`src/rtl/key_cond_pkg.sv`:
```
// Shared types and defaults for the DE10-Lite key/switch front end.
// Imported by the per-key debouncer and the conditioner top level.
package key_cond_pkg;

    typedef enum logic [1:0] {
        IDLE,
        PRESS_WAIT,
        HELD,
        RELEASE_WAIT
    } deb_state_t;

    // 20 ms at the 50 MHz board clock.
    localparam int DEFAULT_DEBOUNCE_CYCLES = 1_000_000;

endpackage

```
`src/rtl/key_debounce.sv`:
```
// One pushbutton: 2-FF synchroniser, debounce FSM and stability counter.
// accept_o is a registered one-cycle strobe when a press is confirmed.
module key_debounce
    import key_cond_pkg::*;
#(
    parameter int DEBOUNCE_CYCLES = DEFAULT_DEBOUNCE_CYCLES,
    localparam int CNT_W = $clog2(DEBOUNCE_CYCLES + 1)
) (
    input  logic clk_i,
    input  logic rst_i,
    input  logic key_n_i,
    output logic accept_o,
    output logic level_o
);

    localparam logic [CNT_W-1:0] CNT_MAX = CNT_W'(DEBOUNCE_CYCLES);
    localparam logic [CNT_W-1:0] CNT_ONE = CNT_W'(1);

    logic       sync1_q;
    logic       sync2_q;
    logic       key_dn;
    deb_state_t state_q;
    deb_state_t state_d;
    logic [CNT_W-1:0] cnt_q;
    logic [CNT_W-1:0] cnt_d;
    logic       accept_q;
    logic       accept_d;

    // Sync flops reset to the released level so reset never fakes a press.
    always_ff @(posedge clk_i) begin
        if (rst_i) begin
            sync1_q <= 1'b1;
            sync2_q <= 1'b1;
        end else begin
            sync1_q <= key_n_i;
            sync2_q <= sync1_q;
        end
    end

    assign key_dn = ~sync2_q;

    always_comb begin
        state_d  = state_q;
        cnt_d    = cnt_q;
        accept_d = 1'b0;
        case (state_q)
            IDLE: begin
                if (key_dn) begin
                    state_d = PRESS_WAIT;
                    cnt_d   = CNT_ONE;
                end
            end
            PRESS_WAIT: begin
                if (!key_dn) begin
                    state_d = IDLE;
                    cnt_d   = '0;
                end else if (cnt_q == CNT_MAX) begin
                    state_d  = HELD;
                    cnt_d    = '0;
                    accept_d = 1'b1;
                end else begin
                    cnt_d = cnt_q + CNT_ONE;
                end
            end
            HELD: begin
                if (!key_dn) begin
                    state_d = RELEASE_WAIT;
                    cnt_d   = CNT_ONE;
                end
            end
            RELEASE_WAIT: begin
                if (key_dn) begin
                    state_d = HELD;
                    cnt_d   = '0;
                end else if (cnt_q == CNT_MAX) begin
                    state_d = IDLE;
                    cnt_d   = '0;
                end else begin
                    cnt_d = cnt_q + CNT_ONE;
                end
            end
            default: begin
                state_d = IDLE;
                cnt_d   = '0;
            end
        endcase
    end

    always_ff @(posedge clk_i) begin
        if (rst_i) begin
            state_q  <= IDLE;
            cnt_q    <= '0;
            accept_q <= 1'b0;
        end else begin
            state_q  <= state_d;
            cnt_q    <= cnt_d;
            accept_q <= accept_d;
        end
    end

    assign accept_o = accept_q;
    assign level_o  = (state_q == HELD) || (state_q == RELEASE_WAIT);

endmodule

```
`src/rtl/key_input_conditioner.sv`:
```
// Key/switch front end for the code-cracker lock: debounced press pulses,
// chord rejection and a switch snapshot taken with each accepted press.
module key_input_conditioner
    import key_cond_pkg::*;
#(
    parameter int N_KEYS          = 2,
    parameter int SW_W            = 10,
    parameter int DEBOUNCE_CYCLES = DEFAULT_DEBOUNCE_CYCLES
) (
    input  logic              clk,
    input  logic              rst,
    input  logic [N_KEYS-1:0] key_n,
    input  logic [SW_W-1:0]   sw,
    output logic [N_KEYS-1:0] press_pulse,
    output logic [N_KEYS-1:0] key_level,
    output logic [SW_W-1:0]   sw_snap,
    output logic [SW_W-1:0]   sw_sync,
    output logic              chord_err
);

    logic [N_KEYS-1:0] accept;
    logic [N_KEYS-1:0] level;
    logic [N_KEYS-1:0] busy_other;
    logic [SW_W-1:0]   sw_s1_q;
    logic [SW_W-1:0]   sw_s2_q;
    logic [N_KEYS-1:0] press_q;
    logic [N_KEYS-1:0] press_d;
    logic              chord_q;
    logic              chord_d;
    logic [SW_W-1:0]   snap_q;
    logic [SW_W-1:0]   snap_d;

    for (genvar g = 0; g < N_KEYS; g++) begin : g_key
        key_debounce #(
            .DEBOUNCE_CYCLES(DEBOUNCE_CYCLES)
        ) u_deb (
            .clk_i   (clk),
            .rst_i   (rst),
            .key_n_i (key_n[g]),
            .accept_o(accept[g]),
            .level_o (level[g])
        );
    end

    // A key conflicts if any other key is held or is accepting this cycle.
    always_comb begin
        busy_other = '0;
        for (int i = 0; i < N_KEYS; i++) begin
            for (int j = 0; j < N_KEYS; j++) begin
                if (j != i && (level[j] || accept[j])) begin
                    busy_other[i] = 1'b1;
                end
            end
        end
    end

    always_comb begin
        chord_d = |(accept & busy_other);
        press_d = accept & ~busy_other;
        snap_d  = snap_q;
        if (|press_d) begin
            snap_d = sw_s2_q;
        end
    end

    always_ff @(posedge clk) begin
        if (rst) begin
            sw_s1_q <= '0;
            sw_s2_q <= '0;
            press_q <= '0;
            chord_q <= 1'b0;
            snap_q  <= '0;
        end else begin
            sw_s1_q <= sw;
            sw_s2_q <= sw_s1_q;
            press_q <= press_d;
            chord_q <= chord_d;
            snap_q  <= snap_d;
        end
    end

    assign press_pulse = press_q;
    assign key_level   = level;
    assign sw_snap     = snap_q;
    assign sw_sync     = sw_s2_q;
    assign chord_err   = chord_q;

endmodule

```
`config.mk`:
```
export PLATFORM = sky130hd
export DESIGN_NAME = key_input_conditioner
export DESIGN_NICKNAME = d
export VERILOG_FILES = /design/src/rtl/key_cond_pkg.sv /design/src/rtl/key_debounce.sv /design/src/rtl/key_input_conditioner.sv
export SDC_FILE = /design/constraint.sdc
export NUM_CORES = 1
export LEC_CHECK = 0
export CORE_MARGIN = 10
export CORE_UTILIZATION = 38
export CTS_CLUSTER_SIZE = 12
export DETAILED_ROUTE_END_ITERATION = 8
export SYNTH_ARGS = -nofsm -noshare
export SYNTH_HDL_FRONTEND = slang
export SYNTH_SLANG_ARGS = --single-unit
```
`constraint.sdc`:
```
create_clock -name clk -period 3.4 [get_ports clk]
set_input_delay 1.02 -clock clk [delete_from_list [all_inputs] [get_ports clk]]
set_output_delay 1.02 -clock clk [all_outputs]
set_load 0.1 [all_outputs]
```
== After elaboration in Yosys (flattened, before gate mapping) ==
Index checks and enable logic that the tools add are counted.
Word-level totals
  input port bits: 14
  output and inout port bits: 25
  logic and storage cells: 82
  register bits: 83
Operators by class
  add/sub/neg operators: 2
  mux-type cells: 30
  reductions and logical operators: 14
  bitwise gates (word level): 5
  eq/ne operators: 16
Operators with widths (number)
  $mux W20: 10
  $pmux W20 S4: 2
  $add A20 B1 Y20 const B: 2
  $eq A20 B20 Y1 const B: 2
  $mux W2: 12
  $pmux W2 S4: 2
  $eq A2 B2 Y1 const B: 4
  $reduce_and A4 Y1: 2
  $ne A3 B1 Y1 const B: 2
  $ne A3 B3 Y1 const B: 2
  $reduce_or A3 Y1: 2
  $and A2 B2 Y2: 2
  $eq A2 B1 Y1 const B: 2
  $logic_not A2 Y1: 2
  $logic_or A1 B1 Y1: 4
  $mux W1: 4
  $ne A2 B1 Y1 const B: 2
  $ne A2 B2 Y1 const B: 2
  $reduce_and A2 Y1: 2
  $reduce_or A2 Y1: 2
  $not A1 Y1: 2
  $not A2 Y2: 1

== Longest topological paths before layout ==
Gate-level depths: netlist of run 1.
  word-level depth: 7
  depth in mapped cells: 9
  depth with buffers taken out: 7

== Cells and area by module ==
From an unflattened synthesis of run 1, not the netlist that was laid out.
Second synthesis, totals
  cells, all modules: 411
  area total of the unflattened synthesis: 3757.4 um^2
Modules (own cells, without submodules)
  key_debounce: area each 1337.5 um^2, sequential area each 500.5 um^2, instances 2, cells each 157
  key_input_conditioner: area each 1082.3 um^2, sequential area each 660.6 um^2, instances 1, cells each 97

== Worst setup path before layout of run 1 ==
OpenSTA, ideal clock, no wires.
  path kind: input port to flip-flop
  start: input rst
  end: register g_key[1].u_deb.cnt_q[0]
  library setup time: 133 ps
  stages on the path: 4
  path slack: 1295 ps
  buffers on the path: 3
  arrival: 1973 ps
  required time: 3267 ps
  cells stage by stage: clkbuf_1 -> clkbuf_1 -> clkbuf_1 -> nor3_1
RTL lines
  from (decl): RTL line key_input_conditioner.sv:11  | input logic rst,
  to (signal assigned): RTL line key_debounce.sv:96  | cnt_q <= cnt_d;
  to (decl): RTL line key_debounce.sv:24  | logic [CNT_W-1:0] cnt_q;
No word-level cell between the ends.

==> results.json, run 1 <==
{
  "r2r.worst_path.cells": 8,
  "htree_num_levels": 3,
  "yosysMostFrequentCell": "dfxtp_1",
  "worst-path-stages": 1,
  "worstReg2RegStart": "g_key[0].u_deb.cnt_q[0]",
  "diodes": 0,
  "drt_iter0_drc": 192,
  "fp-row-count": 35,
  "r2r_end": "g_key[0].u_deb.cnt_q[18]",
  "cts_buffers": 9,
  "drcViolationCount": 0,
  "synth_area_sq_um": 3580,
  "num_vias": 2810,
  "chipHeight_um": 117,
  "required_ns": 2.38,
  "path_cells": "buf_4",
  "arrival_ns": 1.25,
  "track_usage_pct": 11.9,
  "start_util_pct": 38.9,
  "path_clk_slew_ns": 0.10,
  "p_clk_share_pct": 41.1,
  "synthDistinctLibCells": 55,
  "core_area_sq_um": 9200,
  "p_sw_w": 0.000483,
  "fp.dieArea_sq_um": 13700,
  "dr.pass1.iters": 4,
  "hold_path_class": "register to register",
  "syn-instance-count": 390,
  "end_kind": "output pin",
  "p_comb_share_pct": 5.6,
  "maxCapViolCount": 0,
  "layout.cells.non_filler": 537,
  "worst_slew_margin_rel_pct": 59.0,
  "viasPerCell": 5.23,
  "synth_area_leaders": "dfxtp_1 46%, a31oi_1 5.1%, a21oi_1 3.5%",
  "layout_min_cycle_time_ns": 2.27,
  "postCtsHoldBufs": 0,
  "wl_per_cell_um": 14.3,
  "reg2reg_slack_ns": 1.33,
  "ys_ff_latch": 83,
  "utilization_pct": 45.0,
  "tightest_slew_ns": 0.610,
  "synth_edf_count": 0,
  "final_layout_size_suffix_gt1_share_pct": 16.0,
  "synth.yosys.seq_area_share_pct": 46.5,
  "cts_resized": 0,
  "ff_latch_area_sq_um": 1660,
  "port_buffers": 38,
  "fin_crit_sh_pct": 66.6,
  "clockBufferDepth": 2,
  "grt_max_degree": 31,
  "cellPowerDensity_nw_per_um2": 451,
  "synth.largest_area_cell": "dfxtp_1",
  "clk_latency_ns": 0.36,
  "seq_power_share_pct": 53.3,
  "final-setup-viol-count": 0,
  "clock-sinks": 83,
  "outcome": "finished clean",
  "p_int_w": 0.00138,
  "place_inst": 521,
  "peakVddDrop_mv": 0.240,
  "io_pins": 39,
  "postCtsSetupBuffers": 0,
  "finalSetupTns_ns": 0,
  "drv_slew": 0,
  "gp_routability_congestion": 0.794,
  "synthFlopType": "dfxtp_1",
  "antenna_found_initial": 0,
  "leakagePower_nw": 1.55,
  "hold_path_startpoint": "g_key[1].u_deb.sync1_q",
  "crit_family": "flip-flops",
  "critical_path.max_stage_delay_ns": 0.53,
  "cts_tree": "yes",
  "start_kind": "register",
  "hpwl_um": 5390,
  "crit_buf_inv": 1,
  "synthesis.nets": 408,
  "nets": 439,
  "fillers": 889,
  "synth_common_cells": "83 x dfxtp_1, 33 x nand2_1, 29 x a31oi_1, 27 x nor2_1, 25 x a21oi_1",
  "multiInputGateArea_sq_um": 1730,
  "yosys_warnings": 0,
  "area_growth_pct": 15.9,
  "grt_pass1_wl_um": 13000,
  "syn_area_per_cell_sq_um": 9.17,
  "hold_violations": 0,
  "slowest_stage": "dfxtp_1",
  "worstSetupPathType": "register to output pin",
  "rsz0062_at_grt": "false",
  "routed_wl_um": 7700,
  "synthArstFlopShare_pct": 0,
  "ant_nets": 0,
  "max_freq_mhz": 441,
  "power_w": 0.00187,
  "cts-root-buf": "clkbuf_8",
  "finClkSkew_ns": 0.0106,
  "holdPathEnd": "g_key[1].u_deb.sync2_q",
  "hold_depth": 1,
  "grt_pass1_vias": 2637,
  "switching_share_pct": 25.9,
  "critPathMaxFanout": 7,
  "grt-ovfl-total": 0,
  "synth_top_area_share_pct": 46.5,
  "die_x_um": 117
}
[sequential cells by signal (all words and copies together) (netlist names), named ones only]
name                  cells
g_key.u_deb.accept_o      2
sw_snap                  10
g_key.u_deb.cnt_q        40
sw_sync                  10
g_key.u_deb.state_q       2
g_key.u_deb.sync2_q       2
g_key.u_deb.sync1_q       2
chord_err                 1
sw_s1_q                  10
press_pulse               2
[power groups by stage]
stage	sequential, W	combinational, W	clock, W
after global routing	0.000997	0.000112	0.000844
after CTS	0.000995	0.000105	0.000798
after floorplan	0.00105	0.0000367	0
final	0.000995	0.000104	0.000768
after global placement	0.00102	0.000104	0
after detailed placement	0.00102	0.000105	0
[worst max-delay path by stage]
stage	startpoint	endpoint	slack (ns)
after global routing	register	key_level[1]	1.05
after global placement	rst	g_key[0].u_deb.cnt_q[13]	0.96
after floorplan	rst	g_key[1].u_deb.cnt_q[0]	1.29
after CTS	register	key_level[1]	1.10
after detailed placement	rst	g_key[0].u_deb.cnt_q[15]	0.95
final	register	key_level[1]	1.13
[placed cells by master, fill, tap and decap left out, types with 2 or more instances in the layout]
cell type        count
nand3_2              2
and2_1               3
clkdlybuf4s50_1     12
nor4_1               3
a31oi_1             29
and4_1               3
ha_1                 4
or3b_1               2
nand2b_1             7
xnor2_1              6
clkbuf_8             9
a22o_1               4
nor2_1              27
o31ai_1              3
nand4_1              8
buf_4               31
nor4b_1              2
a21oi_1             25
and3_1               8
mux2i_1             11
nand3_1             22
inv_6                2
a41oi_1              4
nor3_1               9
dfxtp_1             83
o22ai_1              2
nand2_1             33
inv_8                2
inv_1               10
a22oi_1              2
nor2b_1             20
or2_2                4
o21ai_0              7
a211oi_2             2
[per-stage QoR]
stage	hold WS (ns)	worst slack, ns	cell area (sq um)
final	0.415	1.13	4140
after global routing	0.435	1.05	4140
after CTS	0.421	1.10	4140
after detailed placement	0.398	0.948	3930
after global placement	0.391	0.962	3930
after floorplan	0.389	1.29	3580
[routing by layer]
layer,GRT usage [%],wire (um)
met1,13.9,3500
met2,20.3,3890
met3,3.82,226
met4,3.71,85
met5,0,0
[cell families (layout without fill, tap and decap cells)]
logic type                 count (synthesis)  in the layout  synth area share [%]
muxes                                     12             12                  3.39
DFF                                       83             83                  46.5
xor gates and xnor gates                   8              8                  2.17
and+or+nand+nor                          168            168                  26.7
AOI/OAI and AO/OA                         81             81                  14.7
buffers and inverters                     34             70                  5.18
adders and majority gates                  4              4                  1.40
[layout make-up]
type	count	share of cell area, %
inverters	10	0.906
multi-input cells	273	41.7
repair buffers	44	8.64
clock buffers	9	2.99
well taps	111	3.35
clock inverters	7	2.27
flip-flops and latches	83	40.1
(Power assumes the default switching activity.)
==> run 2, diff against run 1 <==
Clock period 3.4 ns to 2.1 ns, I/O delays scaled along.
==> run 2 against run 1 <==
Net effect:
- critical path depth grew 7
- clock power grew 52%
- cell count grew 1.3%
- largest cell class unchanged
- register-to-register slack lost 1.2 ns
- first-iteration DRC count grew 8.9%
- core utilization grew 3.9 points
- power grew 59%
- sequential cell count is the same
==> results.json, run 2 (synthesis gave the netlist of run 1 again) <==
{
  "drt_iter0_drc": 209,
  "htree_num_levels": 3,
  "dr.pass1.iters": 4,
  "dpl-instance-area_sq_um": 4300,
  "drv_slew": 0,
  "io_pins": 39,
  "drcViolationCount": 0,
  "ant_nets": 0,
  "grt_max_degree": 34,
  "gp_routability_congestion": 0.815,
  "cts_resized": 0,
  "postCtsHoldBufs": 0,
  "fp.dieArea_sq_um": 13700,
  "cts_tree": "yes",
  "clk_latency_ns": 0.35,
  "met3_length_um": 241,
  "hpwl_um": 5510,
  "port_buffers": 38,
  "arrival_ns": 2.28,
  "met1Wirelength_um": 3610,
  "highest_layer": "met4",
  "start_kind": "register",
  "wl_per_cell_um": 14.1,
  "end_kind": "register",
  "met2_length_um": 3690,
  "cts_buffers": 9,
  "critPathMaxFanout": 22,
  "viasPerCell": 5.32,
  "grt_pass1_wl_um": 13300,
  "path_clk_slew_ns": 0.09,
  "nets": 446,
  "final_layout_size_suffix_gt1_share_pct": 17.1,
  "clockBufferDepth": 2,
  "num_vias": 2895,
  "final_area_sq_um": 4500,
  "max_freq_mhz": 507,
  "grt_pass1_vias": 2791,
  "outcome": "finished clean",
  "finalSetupTns_ns": 0,
  "final_cell_mix": "83 x dfxtp_1, 33 x nand2_1, 29 x a31oi_1",
  "worstSetupPathType": "register to register",
  "regMostFlops": "g_key.u_deb.cnt_q",
  "cts-root-buf": "clkbuf_8",
  "track_usage_pct": 12.1,
  "postCtsSetupBuffers": 0,
  "chipHeight_um": 117,
  "layout_commonest_cell": "dfxtp_1",
  "fin_crit_sh_pct": 93.9,
  "diodes": 0,
  "hold_violations": 0,
  "tightest_slew_ns": 0.842,
  "core_area_sq_um": 9200,
  "area_growth_pct": 25.9,
  "die_x_um": 117,
  "maxCapViolCount": 0,
  "largest_reg_flops": 40,
  "start_util_pct": 38.9,
  "clock-sinks": 83,
  "rsz0062_at_grt": "false",
  "peakVddDrop_mv": 0.373,
  "cellPowerDensity_nw_per_um2": 660,
  "grt-ovfl-total": 0,
  "worst_slew_margin_rel_pct": 43.4,
  "layout_min_cycle_time_ns": 1.97,
  "leakagePower_nw": 1.65,
  "final-setup-viol-count": 0,
  "fp-row-count": 35,
  "finClkSkew_ns": 0.0122,
  "required_ns": 2.40,
  "hold_path_class": "register to register",
  "antenna_found_initial": 0,
  "routed_wl_um": 7660
}
run 2: worst paths after layout:
path,end,from,cells past startpoint,slack [ns]
max reg2reg,g_key[0].u_deb.cnt_q[18],g_key[0].u_deb.cnt_q[0],8,0.13
min reg2reg,g_key[0].u_deb.sync2_q,g_key[0].u_deb.sync1_q,1,0.41
max,g_key[0].u_deb.cnt_q[18],g_key[0].u_deb.cnt_q[0],8,0.13
min,g_key[0].u_deb.sync2_q,g_key[0].u_deb.sync1_q,1,0.41
run 2: power by group:
group	internal [W]	leakage [nW]	total, W	switching [W]
registers	0.00160	0.674	0.00161	0.0000165
logic	0.0000764	0.878	0.000188	0.000111
clock network	0.000561	0.0935	0.00117	0.000610
run 2: through the flow:
step	power (W)	util [%]	hold slack [ns]	worst slack, ns	cells
after floorplan	0.00176	-	0.389	0.373	390
after global placement	0.00184	46.8	0.392	0.200	528
after detailed placement	0.00184	46.8	0.399	0.130	528
after CTS	0.00302	49.0	0.419	0.113	544
after global routing	0.00311	49.0	0.433	0.00154	544
final	0.00297	49.0	0.412	0.128	544
run 2: cell type report:
class                   count  area (sq um)
flip-flops and latches     83          1660
repair buffers             51           736
clock inverters             6          71.3
well taps                 111           139
clock buffers              10           128
multi-input cells         273          1730
fillers                   866          4690
inverters                  10          37.5
run 2: per-layer routing:
layer / global-route usage [%] / vias to the layer above
met5: 0 / -
met4: 5.93 / 0
met3: 2.19 / 9
met2: 19.5 / 45
met1: 15.1 / 1364
li1: - / 1477
run 2: worst max-delay path, cell delays in order (launching register included):
cell and delay, ns:
dfxtp_1 0.38, inv_1 0.10, ha_1 0.19, nor4b_1 0.14
and3_1 0.23, a211oi_2 0.18, buf_4 0.27, or3b_1 0.38
nand3_1 0.08
==> run 3, diff against run 2 <==
Settings changed: CORE_UTILIZATION 38 to 40.
==> run 3 against run 2 <==
Net effect:
- sequential cell count unchanged
- clock power up 12%
- first-iteration DRC count down 5.7%
- design area up 1.5%
- critical path type unchanged
==> results.json, run 3 (synthesis gave the netlist of run 1 again) <==
{
  "outcome": "finished clean",
  "hold_violations": 0,
  "tightest_slew_ns": 0.393,
  "io_pins": 39,
  "clk_latency_ns": 0.36,
  "fillers": 791,
  "cts_tree": "yes",
  "area_growth_pct": 27.8,
  "layout.cells.non_filler": 544,
  "final-setup-viol-count": 0,
  "drt_iter0_drc": 197,
  "regMostFlops": "g_key.u_deb.cnt_q",
  "wl_per_cell_um": 14.0,
  "place_inst": 528,
  "crit_family": "compound AO/OA/AOI/OAI gates",
  "worstSetupPathType": "register to register",
  "largest_reg_flops": 40,
  "num_vias": 2903,
  "grt_max_degree": 28,
  "pre_cts_ws_ns": 0.133,
  "antenna_found_initial": 0,
  "critPathMaxFanout": 18,
  "slowest_stage": "dfxtp_1",
  "multiInputGateArea_sq_um": 1740,
  "end_kind": "register",
  "clock-sinks": 83,
  "grt-ovfl-total": 0,
  "clockBufferDepth": 2,
  "gp_routability_congestion": 0.819,
  "max_freq_mhz": 509,
  "drcViolationCount": 0,
  "required_ns": 2.37,
  "path_clk_slew_ns": 0.09,
  "fin_ws_ns": 0.135,
  "maxCapViolCount": 0,
  "hpwl_um": 5530,
  "routed_wl_um": 7600,
  "die_x_um": 115,
  "nets": 449,
  "start_util_pct": 41.0,
  "crit_buf_inv": 2,
  "drv_slew": 0,
  "core_area_sq_um": 8720,
  "utilization_pct": 52.4,
  "layout_min_cycle_time_ns": 1.97,
  "grt_pass1_vias": 2725,
  "critical_path.max_stage_delay_ns": 0.38,
  "cts-root-buf": "clkbuf_8",
  "peakVddDrop_mv": 0.388,
  "viasPerCell": 5.34,
  "ant_nets": 0,
  "cellPowerDensity_nw_per_um2": 682,
  "port_buffers": 38,
  "path_cells": "inv_1 > ha_1 > nor4b_1 > and3_1 > a211oi_4 > buf_4 > a41oi_1 > a31oi_1",
  "arrival_ns": 2.24,
  "fp.dieArea_sq_um": 13100,
  "layout_commonest_cell": "dfxtp_1",
  "finClkSkew_ns": 0.0147,
  "htree_num_levels": 3,
  "cts_buffers": 9,
  "leakagePower_nw": 1.69,
  "worst_slew_margin_rel_pct": 73.7,
  "start_kind": "register",
  "dr.pass1.iters": 4,
  "grt_pass1_wl_um": 13300,
  "hold_path_class": "register to register",
  "track_usage_pct": 12.2,
  "postCtsHoldBufs": 0,
  "chipHeight_um": 115,
  "ff_latch_area_sq_um": 1660,
  "final_layout_size_suffix_gt1_share_pct": 17.9,
  "finalSetupTns_ns": 0,
  "fin_crit_sh_pct": 93.6,
  "final_cell_mix": "83 x dfxtp_1, 33 x nand2_1, 29 x a31oi_1",
  "fp-row-count": 34,
  "diodes": 0
}
-- run 3: worst paths after layout --
check | startpoint | end | slack, ns | depth (start not counted)
worst min-delay path | g_key[1].u_deb.sync1_q | g_key[1].u_deb.sync2_q | 0.42 | 1
worst min register to register | g_key[1].u_deb.sync1_q | g_key[1].u_deb.sync2_q | 0.42 | 1
worst max register to register | g_key[0].u_deb.cnt_q[0] | g_key[0].u_deb.cnt_q[19] | 0.13 | 8
worst max-delay path | g_key[0].u_deb.cnt_q[0] | g_key[0].u_deb.cnt_q[19] | 0.13 | 8
-- run 3: metal layers --
| layer | up-vias | GRT usage (%) | share of wire, % |
|---|---|---|---|
| met4 | 0 | 3.26 | 0.83 |
| met2 | 41 | 19.9 | 50 |
| li1 | 1480 | - | - |
| met3 | 4 | 4.09 | 3.4 |
| met5 | - | 0 | 0 |
| met1 | 1378 | 14.9 | 46 |
-- run 3: power by group --
part           internal (W)  total [W]  leakage [nW]  switching, W
clock              0.000693    0.00131         0.118      0.000616
combinational     0.0000796   0.000192         0.896      0.000113
sequential          0.00160    0.00161         0.674     0.0000171
-- run 3: per-stage QoR --
step	power, W	hold WS (ns)	instance area, sq um
2_1_floorplan	0.00176	0.389	3580
3_3_place_gp	0.00184	0.392	4330
3_5_place_dp	0.00185	0.402	4330
4_1_cts	0.00317	0.430	4560
5_1_grt	0.00324	0.426	4570
6_report	0.00312	0.422	4570
-- run 3: area by class of cell --
type,count,share of cell area (%)
clock buffers,9,2.71
clock inverters,7,2.30
inverters,10,0.821
multi-input cells,273,38.0
flip-flops and latches,83,36.4
well taps,108,2.96
repair buffers,54,16.9
-- run 3: what timing repair did --
action | CTS | global route
gates resized for setup | 0 | 1
endpoints found under the hold margin | 0 | 0
buffers inserted | 0 | 0
endpoints found under the setup margin | 0 | 6
